<file path="config.mk">
export PLATFORM = sky130hd
export DESIGN_NAME = mi_executor_flat
export DESIGN_NICKNAME = d
export VERILOG_FILES = /design/src/rtl/mi_executor_if.sv /design/src/rtl/mi_executor.sv /design/src/flat_wrapper.sv
export SDC_FILE = /design/constraint.sdc
export NUM_CORES = 1
export LEC_CHECK = 0
export CAP_MARGIN = 20
export CELL_PAD_IN_SITES_DETAIL_PLACEMENT = 0
export CELL_PAD_IN_SITES_GLOBAL_PLACEMENT = 1
export CORE_MARGIN = 4
export CORE_UTILIZATION = 37
export CTS_BUF_LIST = sky130_fd_sc_hd__clkbuf_4
export DETAILED_ROUTE_END_ITERATION = 10
export PLACE_DENSITY = 0.89
export SYNTH_ARGS = -nofsm -noshare
export SYNTH_HDL_FRONTEND = slang
export SYNTH_SLANG_ARGS = --single-unit
</file>
<file path="constraint.sdc">
create_clock -name clk -period 5.1 [get_ports clk]
set_input_delay 0.765 -clock clk [delete_from_list [all_inputs] [get_ports clk]]
set_output_delay 0.765 -clock clk [all_outputs]
set_load 0.05 [all_outputs]
</file>
<file path="src/rtl/mi_executor_if.sv">
// Micro-instruction bus between the micro-instruction ROM (master) and the executor (slave).
interface mi_executor_if;
  logic [32:0] micro_instruction;
  logic        mi_valid;
  logic        HOLD;

  modport master (output micro_instruction, output mi_valid, input HOLD);
  modport slave  (input micro_instruction, input mi_valid, output HOLD);
endinterface

</file>
<file path="src/rtl/mi_executor.sv">
// Micro-instruction executor: latches one word, sequences memory and writeback, then releases HOLD.
// Optional trace outputs (retire_cnt, last_mi) are built when MI_TRACE_EN is defined.
module mi_executor #(
  parameter int MEM_TIMEOUT = 16,
  parameter int CNT_W       = 8
) (
  input  logic         clk,
  input  logic         reset,
  mi_executor_if.slave mi_bus,
  input  logic         zero_flag,
  input  logic         carry_flag,
  input  logic         mem_ack,
  output logic [3:0]   alu_op,
  output logic [1:0]   sh_op,
  output logic         kmx_sel,
  output logic [4:0]   bus_a_sel,
  output logic [5:0]   bus_b_sel,
  output logic [5:0]   bus_c_sel,
  output logic         reg_we,
  output logic         w_we,
  output logic         z_we,
  output logic         cy_we,
  output logic         mem_req,
  output logic         mem_we,
  output logic         pc_load,
  output logic         pc_inc,
  output logic         mi_err
`ifdef MI_TRACE_EN
  ,
  output logic [CNT_W-1:0] retire_cnt,
  output logic [32:0]      last_mi
`endif
);

  typedef enum logic [2:0] {
    IDLE     = 3'd0,
    EXEC     = 3'd1,
    MEM_WAIT = 3'd2,
    WB       = 3'd3,
    DONE     = 3'd4
  } state_t;

  state_t           state_r;
  logic [32:0]      mi_r;
  logic [CNT_W-1:0] wait_cnt_r;
  logic             hold_r;
  logic             reg_we_r, w_we_r, z_we_r, cy_we_r;
  logic             mem_req_r, mem_we_r, pc_load_r, pc_inc_r, mi_err_r;
  logic [6:0]       t_word_s;
  logic             mr_s, mw_s, br_taken_s, enter_wb_s, strobe_en_s;
  logic             unused_s;
`ifdef MI_TRACE_EN
  logic [CNT_W-1:0] retire_cnt_r;
  logic [32:0]      last_mi_r;
`endif

  // Decode the held word; flags are taken on the edge that enters WB so the pulse lands in WB.
  always_comb begin
    t_word_s    = mi_r[11:5];
    mr_s        = mi_r[25];
    mw_s        = mi_r[24];
    br_taken_s  = 1'b1;
    enter_wb_s  = 1'b0;
    strobe_en_s = 1'b0;
    if (t_word_s[4]) begin
      br_taken_s = carry_flag;
    end else if (t_word_s[0]) begin
      br_taken_s = zero_flag;
    end else begin
      br_taken_s = 1'b1;
    end
    if (state_r == EXEC) begin
      enter_wb_s = ~(mr_s | mw_s);
    end else if (state_r == MEM_WAIT) begin
      enter_wb_s = mem_ack;
    end else begin
      enter_wb_s = 1'b0;
    end
    strobe_en_s = enter_wb_s & ~t_word_s[6];
  end

  assign unused_s = t_word_s[2];

  // Sequencer with registered strobes, memory request and sticky error.
  always_ff @(posedge clk) begin
    if (reset) begin
      state_r    <= IDLE;
      mi_r       <= 33'd0;
      wait_cnt_r <= {CNT_W{1'b0}};
      hold_r     <= 1'b0;
      reg_we_r   <= 1'b0;
      w_we_r     <= 1'b0;
      z_we_r     <= 1'b0;
      cy_we_r    <= 1'b0;
      mem_req_r  <= 1'b0;
      mem_we_r   <= 1'b0;
      pc_load_r  <= 1'b0;
      pc_inc_r   <= 1'b0;
      mi_err_r   <= 1'b0;
    end else begin
      reg_we_r  <= strobe_en_s & t_word_s[3];
      w_we_r    <= strobe_en_s & t_word_s[1];
      z_we_r    <= strobe_en_s & t_word_s[4];
      cy_we_r   <= strobe_en_s & t_word_s[5];
      pc_load_r <= enter_wb_s & t_word_s[6] & br_taken_s;
      pc_inc_r  <= enter_wb_s & ~(t_word_s[6] & br_taken_s);
      case (state_r)
        IDLE: begin
          if (mi_bus.mi_valid) begin
            mi_r    <= mi_bus.micro_instruction;
            hold_r  <= 1'b1;
            state_r <= EXEC;
          end else begin
            state_r <= IDLE;
          end
        end
        EXEC: begin
          if (mr_s & mw_s) begin
            mi_err_r <= 1'b1;
            state_r  <= DONE;
          end else if (mr_s | mw_s) begin
            mem_req_r  <= 1'b1;
            mem_we_r   <= mw_s;
            wait_cnt_r <= {CNT_W{1'b0}};
            state_r    <= MEM_WAIT;
          end else begin
            state_r <= WB;
          end
        end
        MEM_WAIT: begin
          if (mem_ack) begin
            mem_req_r  <= 1'b0;
            mem_we_r   <= 1'b0;
            wait_cnt_r <= {CNT_W{1'b0}};
            state_r    <= WB;
          end else if (wait_cnt_r == CNT_W'(MEM_TIMEOUT - 1)) begin
            mem_req_r  <= 1'b0;
            mem_we_r   <= 1'b0;
            mi_err_r   <= 1'b1;
            wait_cnt_r <= {CNT_W{1'b0}};
            state_r    <= DONE;
          end else begin
            wait_cnt_r <= wait_cnt_r + CNT_W'(1);
          end
        end
        WB: begin
          state_r <= DONE;
        end
        DONE: begin
          hold_r  <= 1'b0;
          mi_r    <= 33'd0;
          state_r <= IDLE;
        end
        default: begin
          hold_r  <= 1'b0;
          mi_r    <= 33'd0;
          state_r <= IDLE;
        end
      endcase
    end
  end

`ifdef MI_TRACE_EN
  // Retired-word counter and copy of the most recently accepted word.
  always_ff @(posedge clk) begin
    if (reset) begin
      retire_cnt_r <= {CNT_W{1'b0}};
      last_mi_r    <= 33'd0;
    end else begin
      if (state_r == DONE) begin
        retire_cnt_r <= retire_cnt_r + CNT_W'(1);
      end else begin
        retire_cnt_r <= retire_cnt_r;
      end
      if ((state_r == IDLE) && mi_bus.mi_valid) begin
        last_mi_r <= mi_bus.micro_instruction;
      end else begin
        last_mi_r <= last_mi_r;
      end
    end
  end

  assign retire_cnt = retire_cnt_r;
  assign last_mi    = last_mi_r;
`endif

  assign mi_bus.HOLD = hold_r;
  assign alu_op      = mi_r[32:29];
  assign sh_op       = mi_r[28:27];
  assign kmx_sel     = mi_r[26];
  assign bus_b_sel   = mi_r[23:18];
  assign bus_c_sel   = mi_r[17:12];
  assign bus_a_sel   = mi_r[4:0];
  assign reg_we      = reg_we_r;
  assign w_we        = w_we_r;
  assign z_we        = z_we_r;
  assign cy_we       = cy_we_r;
  assign mem_req     = mem_req_r;
  assign mem_we      = mem_we_r;
  assign pc_load     = pc_load_r;
  assign pc_inc      = pc_inc_r;
  assign mi_err      = mi_err_r;

endmodule

</file>
<file path="src/flat_wrapper.sv">
// flat-port wrapper written by rule: the top's interface ports become plain ports
module mi_executor_flat 
#(
  parameter int MEM_TIMEOUT = 16,
  parameter int CNT_W       = 8
)
  (clk, reset, zero_flag, carry_flag, mem_ack, alu_op, sh_op, kmx_sel, bus_a_sel, bus_b_sel, bus_c_sel, reg_we, w_we, z_we, cy_we, mem_req, mem_we, pc_load, pc_inc, mi_err, mi_bus_micro_instruction, mi_bus_mi_valid, mi_bus_HOLD);
  mi_executor_if mi_bus_i ();
  input  logic clk;
  input  logic reset;
  input  logic zero_flag;
  input  logic carry_flag;
  input  logic mem_ack;
  output logic [3:0] alu_op;
  output logic [1:0] sh_op;
  output logic kmx_sel;
  output logic [4:0] bus_a_sel;
  output logic [5:0] bus_b_sel;
  output logic [5:0] bus_c_sel;
  output logic reg_we;
  output logic w_we;
  output logic z_we;
  output logic cy_we;
  output logic mem_req;
  output logic mem_we;
  output logic pc_load;
  output logic pc_inc;
  output logic mi_err;
  input wire logic [$bits(mi_bus_i.micro_instruction)-1:0] mi_bus_micro_instruction;
  input wire logic [$bits(mi_bus_i.mi_valid)-1:0] mi_bus_mi_valid;
  output wire logic [$bits(mi_bus_i.HOLD)-1:0] mi_bus_HOLD;
  assign mi_bus_i.micro_instruction = mi_bus_micro_instruction;
  assign mi_bus_i.mi_valid = mi_bus_mi_valid;
  assign mi_bus_HOLD = mi_bus_i.HOLD;
  mi_executor #(.MEM_TIMEOUT(MEM_TIMEOUT), .CNT_W(CNT_W)) u_core (.clk(clk), .reset(reset), .mi_bus(mi_bus_i), .zero_flag(zero_flag), .carry_flag(carry_flag), .mem_ack(mem_ack), .alu_op(alu_op), .sh_op(sh_op), .kmx_sel(kmx_sel), .bus_a_sel(bus_a_sel), .bus_b_sel(bus_b_sel), .bus_c_sel(bus_c_sel), .reg_we(reg_we), .w_we(w_we), .z_we(z_we), .cy_we(cy_we), .mem_req(mem_req), .mem_we(mem_we), .pc_load(pc_load), .pc_inc(pc_inc), .mi_err(mi_err));
endmodule
</file>
==> results of run 1 <==
power groups by stage:
| stage | Combinational (mW) | Sequential [mW] | Clock, mW |
|---|---|---|---|
| global placement | 0.581 | 0.570 | 0 |
| detailed placement | 0.586 | 0.571 | 0 |
| floorplan | 0.446 | 0.580 | 0 |
| finish | 0.584 | 0.563 | 0.187 |
| global route | 0.627 | 0.575 | 0.214 |
| CTS | 0.587 | 0.563 | 0.198 |
worst paths after layout:
path	slack [ns]	cells after the start	endpoint
max	2.79	1	mi_err
min	0.46	2	u_core.mi_r[29]
min reg2reg	0.46	2	u_core.mi_r[29]
max reg2reg	2.96	4	u_core.wait_cnt_r[6]
metal layers:
metal,part of all wire,track usage,vias to the layer above
met3,0.063,0.0461,5
li1,-,-,886
met4,0.014,0.0475,0
met5,0,0,-
met2,0.43,0.204,48
met1,0.49,0.177,775
Yosys cell counts (5+ instances only):
cell,count,area [sq um]
buf_4,24,180
o21ai_0,7,35.0
nor2_1,9,33.8
nor3_1,5,25.0
nand2_1,16,60.1
clkbuf_1,9,33.8
a21oi_1,21,105
nand3_1,14,70.1
a22o_1,22,193
dfxtp_1,53,1060
cells by family after synthesis:
logic type / after synthesis / share of synthesized area
AND/OR/NAND/NOR: 66 / 0.175
AO/OA/AOI/OAI: 65 / 0.210
flip-flops: 53 / 0.487
buffers and inverters: 39 / 0.110
multiplexers: 2 / 0.00918
XOR/XNOR: 1 / 0.00402
adder cells (fa/ha/maj): 1 / 0.00574
metrics by stage:
stage	cell area, sq um	cells
after floorplan	2180	227
after global placement	2770	337
after detailed placement	2770	337
after CTS	2830	345
after global routing	2830	345
final	2830	345
layout make-up:
cell class                 count  area (sq um)  share of cell area
clock buffer                   6          45.0              0.0159
multi-input combinational    135           881               0.311
inverter                       4          15.0             0.00530
timing repair buffer          73           726               0.256
sequential                    53          1060               0.375
clock inverter                 2          13.8             0.00486
tap                           72          90.1              0.0318
cell usage in the layout, fill, tap and decap left out, types with 2 or more instances in the layout:
cell and instances:
o21a_1 2, nor3b_1 4, nor2_1 9, a21oi_1 21
o31ai_1 2, nand3_1 14, a21o_1 2, inv_1 4
a22o_1 22, mux2i_1 2, buf_4 2, nor3_1 5
nor2b_1 2, a32o_1 3, clkbuf_4 6, nand2_1 16
nand2b_1 4, o21ai_0 7, dfxtp_1 53, clkdlybuf4s50_1 71
==> flow_summary_export.csv, run 1 <==
group,metric,value,unit
power,p_seq_frac,0.422,
yosys,synth_edf_count,0,
setup_path,slowest_delay,0.81,ns
grt,grt_pass1_vias,1615,
timing,drv_slew,0,
cts,clock-sinks,53,
placement,place_ws,2.39,ns
yosys,synthDistinctLibCells,40,
status,outcome,"finished clean",
yosys,synthArstFlopShare,0,
cts,cts_buffers,5,
power,p_int,0.772,mW
finish,area.growth.synth_to_final,29.8,%
placement,place.detailed.hpwl,3340,um
yosys,syn_inst,227,
route,routed_via_density,4.97,
die,rows,27,
die,start_util,0.389,
yosys,synth_seq_cells,53,
power,combPwrFrac,0.438,
timing,fin_crit_sh,0.452,
timing,skew,0.0100,ns
grt,grt_util_all_layers,0.134,
setup_path,path_class,"reg2out",
cts,cts_resized,0,
setup_path,cp_top_family,"buffers and inverters",
setup_path,crit_fanout,2,
route,wl_per_cell,13.7,um
die,die_x,84.8,um
timing,worst_pin_slew,0.975,ns
die,die_y,84.8,um
route,dr.pass1.iters,4,
cts,ctsLongestPathBuffers,2,
finish,largest_register_ffs,32,
yosys,yosys_warnings,0,
setup_path,cp-startpoint,"u_core.mi_err",
cts,cts_setup_buffers,0,
grt,grt_first_pass_wirelength,7760,um
route,vias,1714,
power,vdd_ir_drop_max,0.000202,V
yosys,synthFlopType,"dfxtp_1",
power,p_switching,0.562,mW
die,core_area,5610,sq um
setup_path,cp_cell_sequence,"clkdlybuf4s50_1",
cts,path_clk_slew,0.14,ns
timing,final-setup-viol-count,0,
finish,drive_gt1_frac,0.0586,
die,design.die.area,7190,sq um
power,powerDensity,471,nW/um^2
grt,grt.overflow.total,0,
setup_path,cp_num_buf_inv,1,
power,clkPwrFrac,0.141,
run,cap_violations,0,
timing,rsz0062_at_grt,"false",
placement,place_congestion,0.800,
yosys,syn_avg_cell_area,9.61,sq um
min_path,hp-class,"reg2reg",
setup_path,cp.arrival,1.54,ns
finish,top_register,"u_core.mi_r",
finish,fill_cells,557,
grt,antenna_found_initial,0,
cts,cts_tree,"yes",
setup_path,crit_slowest_cell,"clkdlybuf4s50_1",
cts,cts_hold_buffers,0,
cts,insertion_delay,0.36,ns
timing,whs,0.465,ns
placement,port_buffers,71,
yosys,synth_seq_area_share,0.487,
setup_path,end_kind,"output port",
route,drcViolationCount,0,
finish,fin_util,0.505,
power,p_sw_frac,0.421,
setup_path,cp.required,4.34,ns
cts,h-tree-depth,2,
timing,slew_headroom,0.348,
timing,fin_ws,2.79,ns
finish,top_regs,"u_core.mi_r: 32 flops, u_core.wait_cnt_r: 8 flops, u_core.state_r: 3 flops",
timing,fin_crit,2.31,ns
yosys,syn-num-nets,267,
route,first_iter_violations,106,
yosys,syn_area,2180,sq um
cts,cts_root_buffer,"clkbuf_4",
timing,tns,0,ns
route,drt_wl_total,4730,um
setup_path,r2r_start,"u_core.state_r[2]",
power,power.total,1.33,mW
finish,diodes,0,
power,leakage,1.02,nW
die,ioPinCount,73,
timing,max_freq,0.434,GHz
setup_path,crit_path_start_kind,"register",
grt,grt_max_degree,28,
min_path,hold_start,"u_core.mi_r[29]",
timing,hold_violations,0,
route,ant_nets,0,
finish,nets,312,
Power figures use the tool's default switching activity.
==> run 2, diff against run 1 <==
--- a/config.mk
+++ b/config.mk
@@ -9,10 +9,10 @@
 export CELL_PAD_IN_SITES_DETAIL_PLACEMENT = 0
 export CELL_PAD_IN_SITES_GLOBAL_PLACEMENT = 1
 export CORE_MARGIN = 4
-export CORE_UTILIZATION = 37
+export CORE_UTILIZATION = 31
 export CTS_BUF_LIST = sky130_fd_sc_hd__clkbuf_4
 export DETAILED_ROUTE_END_ITERATION = 10
-export PLACE_DENSITY = 0.89
+export PLACE_DENSITY = 0.8
 export SYNTH_ARGS = -nofsm -noshare
 export SYNTH_HDL_FRONTEND = slang
 export SYNTH_SLANG_ARGS = --single-unit
==> constraint.sdc (replaced) <==
create_clock -name clk -period 2 [get_ports clk]
set_input_delay 0.3 -clock clk [delete_from_list [all_inputs] [get_ports clk]]
set_output_delay 0.3 -clock clk [all_outputs]
set_load 0.05 [all_outputs]
==> flow_summary_export.csv, run 2 (synthesized netlist as in run 1, its figures left out) <==
group,metric,value,unit
route,drcViolationCount,0,
route,first_iter_violations,81,
route,dr.pass1.iters,4,
grt,grt_util_all_layers,0.119,
finish,area.growth.synth_to_final,35.2,%
cts,ctsLongestPathBuffers,2,
timing,tns,0,ns
route,highest_layer,"met4",
finish,top_register,"u_core.mi_r",
die,start_util,0.319,
finish,final_common_cell,"clkdlybuf4s50_1",
setup_path,path_class,"reg2out",
setup_path,cp-startpoint,"u_core.mi_r[4]",
die,design.die.area,8440,sq um
finish,drive_gt1_frac,0.0951,
finish,top_regs,"u_core.mi_r: 32 flops, u_core.wait_cnt_r: 8 flops, u_core.state_r: 3 flops",
setup_path,slowest_delay,0.82,ns
cts,cts_resized,0,
setup_path,end_kind,"output port",
timing,fin_crit,1.87,ns
finish,largest_register_ffs,32,
setup_path,cp.required,1.70,ns
cts,cts_hold_buffers,0,
die,core_area,6830,sq um
setup_path,cp_top_family,"buffers and inverters",
die,die_y,91.9,um
cts,cts_setup_buffers,0,
timing,rsz0062_at_grt,"false",
finish,fill_cells,702,
power,leakage,1.07,nW
finish,diodes,0,
finish,nets,323,
status,outcome,"finished clean",
cts,h-tree-depth,2,
cts,cts_tree,"yes",
finish,final_cell_mix,"clkdlybuf4s50_1, dfxtp_1, a22o_1",
route,wl_per_cell,13.2,um
power,vdd_ir_drop_max,0.000471,V
placement,place.detailed.hpwl,3770,um
route,drt_wl_total,5010,um
setup_path,cp.arrival,1.57,ns
timing,drv_slew,0,
setup_path,cp_num_buf_inv,1,
route,wl_met1,2400,um
cts,cts_root_buffer,"clkbuf_4",
timing,skew,0.0183,ns
setup_path,crit_slowest_cell,"clkdlybuf4s50_1",
min_path,hp-class,"reg2reg",
timing,slew_headroom,0.649,
run,cap_violations,0,
route,ant_nets,0,
cts,path_clk_slew,0.17,ns
placement,port_buffers,71,
min_path,hold_start,"u_core.mi_r[26]",
setup_path,crit_fanout,2,
timing,max_freq,0.534,GHz
setup_path,r2r_start,"u_core.wait_cnt_r[6]",
timing,hold_violations,0,
setup_path,crit_path_start_kind,"register",
finish,fin_util,0.432,
route,wl_met2,2200,um
grt,grt_first_pass_wirelength,8040,um
die,die_x,91.9,um
timing,final-setup-viol-count,0,
grt,grt_max_degree,23,
finish,regArea,1060,sq um
cts,cts_buffers,5,
route,dr_wl_met3,313,um
placement,place_congestion,0.835,
power,powerDensity,1200,nW/um^2
grt,grt_pass1_vias,1659,
die,ioPinCount,73,
route,routed_via_density,4.69,
route,vias,1783,
grt,antenna_found_initial,0,
cts,insertion_delay,0.38,ns
timing,fin_crit_sh,0.936,
finish,multi_input_area,881,sq um
cts,clock-sinks,53,
die,rows,30,
setup_path,cp_cell_sequence,"clkdlybuf4s50_1",
timing,worst_pin_slew,0.524,ns
grt,grt.overflow.total,0,
[run 2: cell types whose count changed in the layout (fill, tap and decap cells not counted), sizes merged]
cell / change
clkbuf: -1
buf: +11
clkinvlp: +1
[run 2: layer usage]
layer / vias to the layer above / global-route usage
met3: 8 / 0.0320
li1: 908 / -
met2: 58 / 0.185
met4: 0 / 0.0594
met1: 809 / 0.153
met5: - / 0
[run 2: report_power, final]
group / total [mW] / switching, mW / internal (mW)
Combinational: 1.62 / 0.984 / 0.635
Clock: 0.507 / 0.363 / 0.144
Sequential: 1.41 / 0.146 / 1.26
[run 2: cell type report]
| type | count | share of cell area |
|---|---|---|
| Sequential cell | 53 | 0.360 |
| Multi-Input combinational cell | 135 | 0.299 |
| Timing Repair Buffer | 84 | 0.274 |
| Tap cell | 96 | 0.0407 |
| Clock buffer | 5 | 0.0127 |
| Clock inverter | 3 | 0.00849 |
| Inverter | 4 | 0.00509 |
[run 2: path summary, 6_finish.rpt]
check                                  endpoint  cells after the start  slack, ns
worst max-delay path               bus_a_sel[4]                      1       0.13
worst min-delay path            u_core.mi_r[26]                      2       0.46
worst max register to register    u_core.mem_we                      5       0.18
worst min register to register  u_core.mi_r[26]                      2       0.46
[run 2: per-stage QoR]
step	hold WS, ns	instances	setup slack (ns)	total power, mW	area, sq um
after floorplan	0.426	227	0.393	2.62	2180
after global placement	0.438	372	0.203	3.04	2890
after detailed placement	0.444	372	0.197	3.06	2890
after CTS	0.454	380	0.0966	3.57	2950
after global routing	0.448	380	0.0440	3.73	2950
final	0.462	380	0.127	3.53	2950
[run 2: worst min-delay path, cell delays in order (launching register included)]
cell     delay [ns]
dfxtp_1        0.34
nand2_1        0.05
a21oi_1        0.05
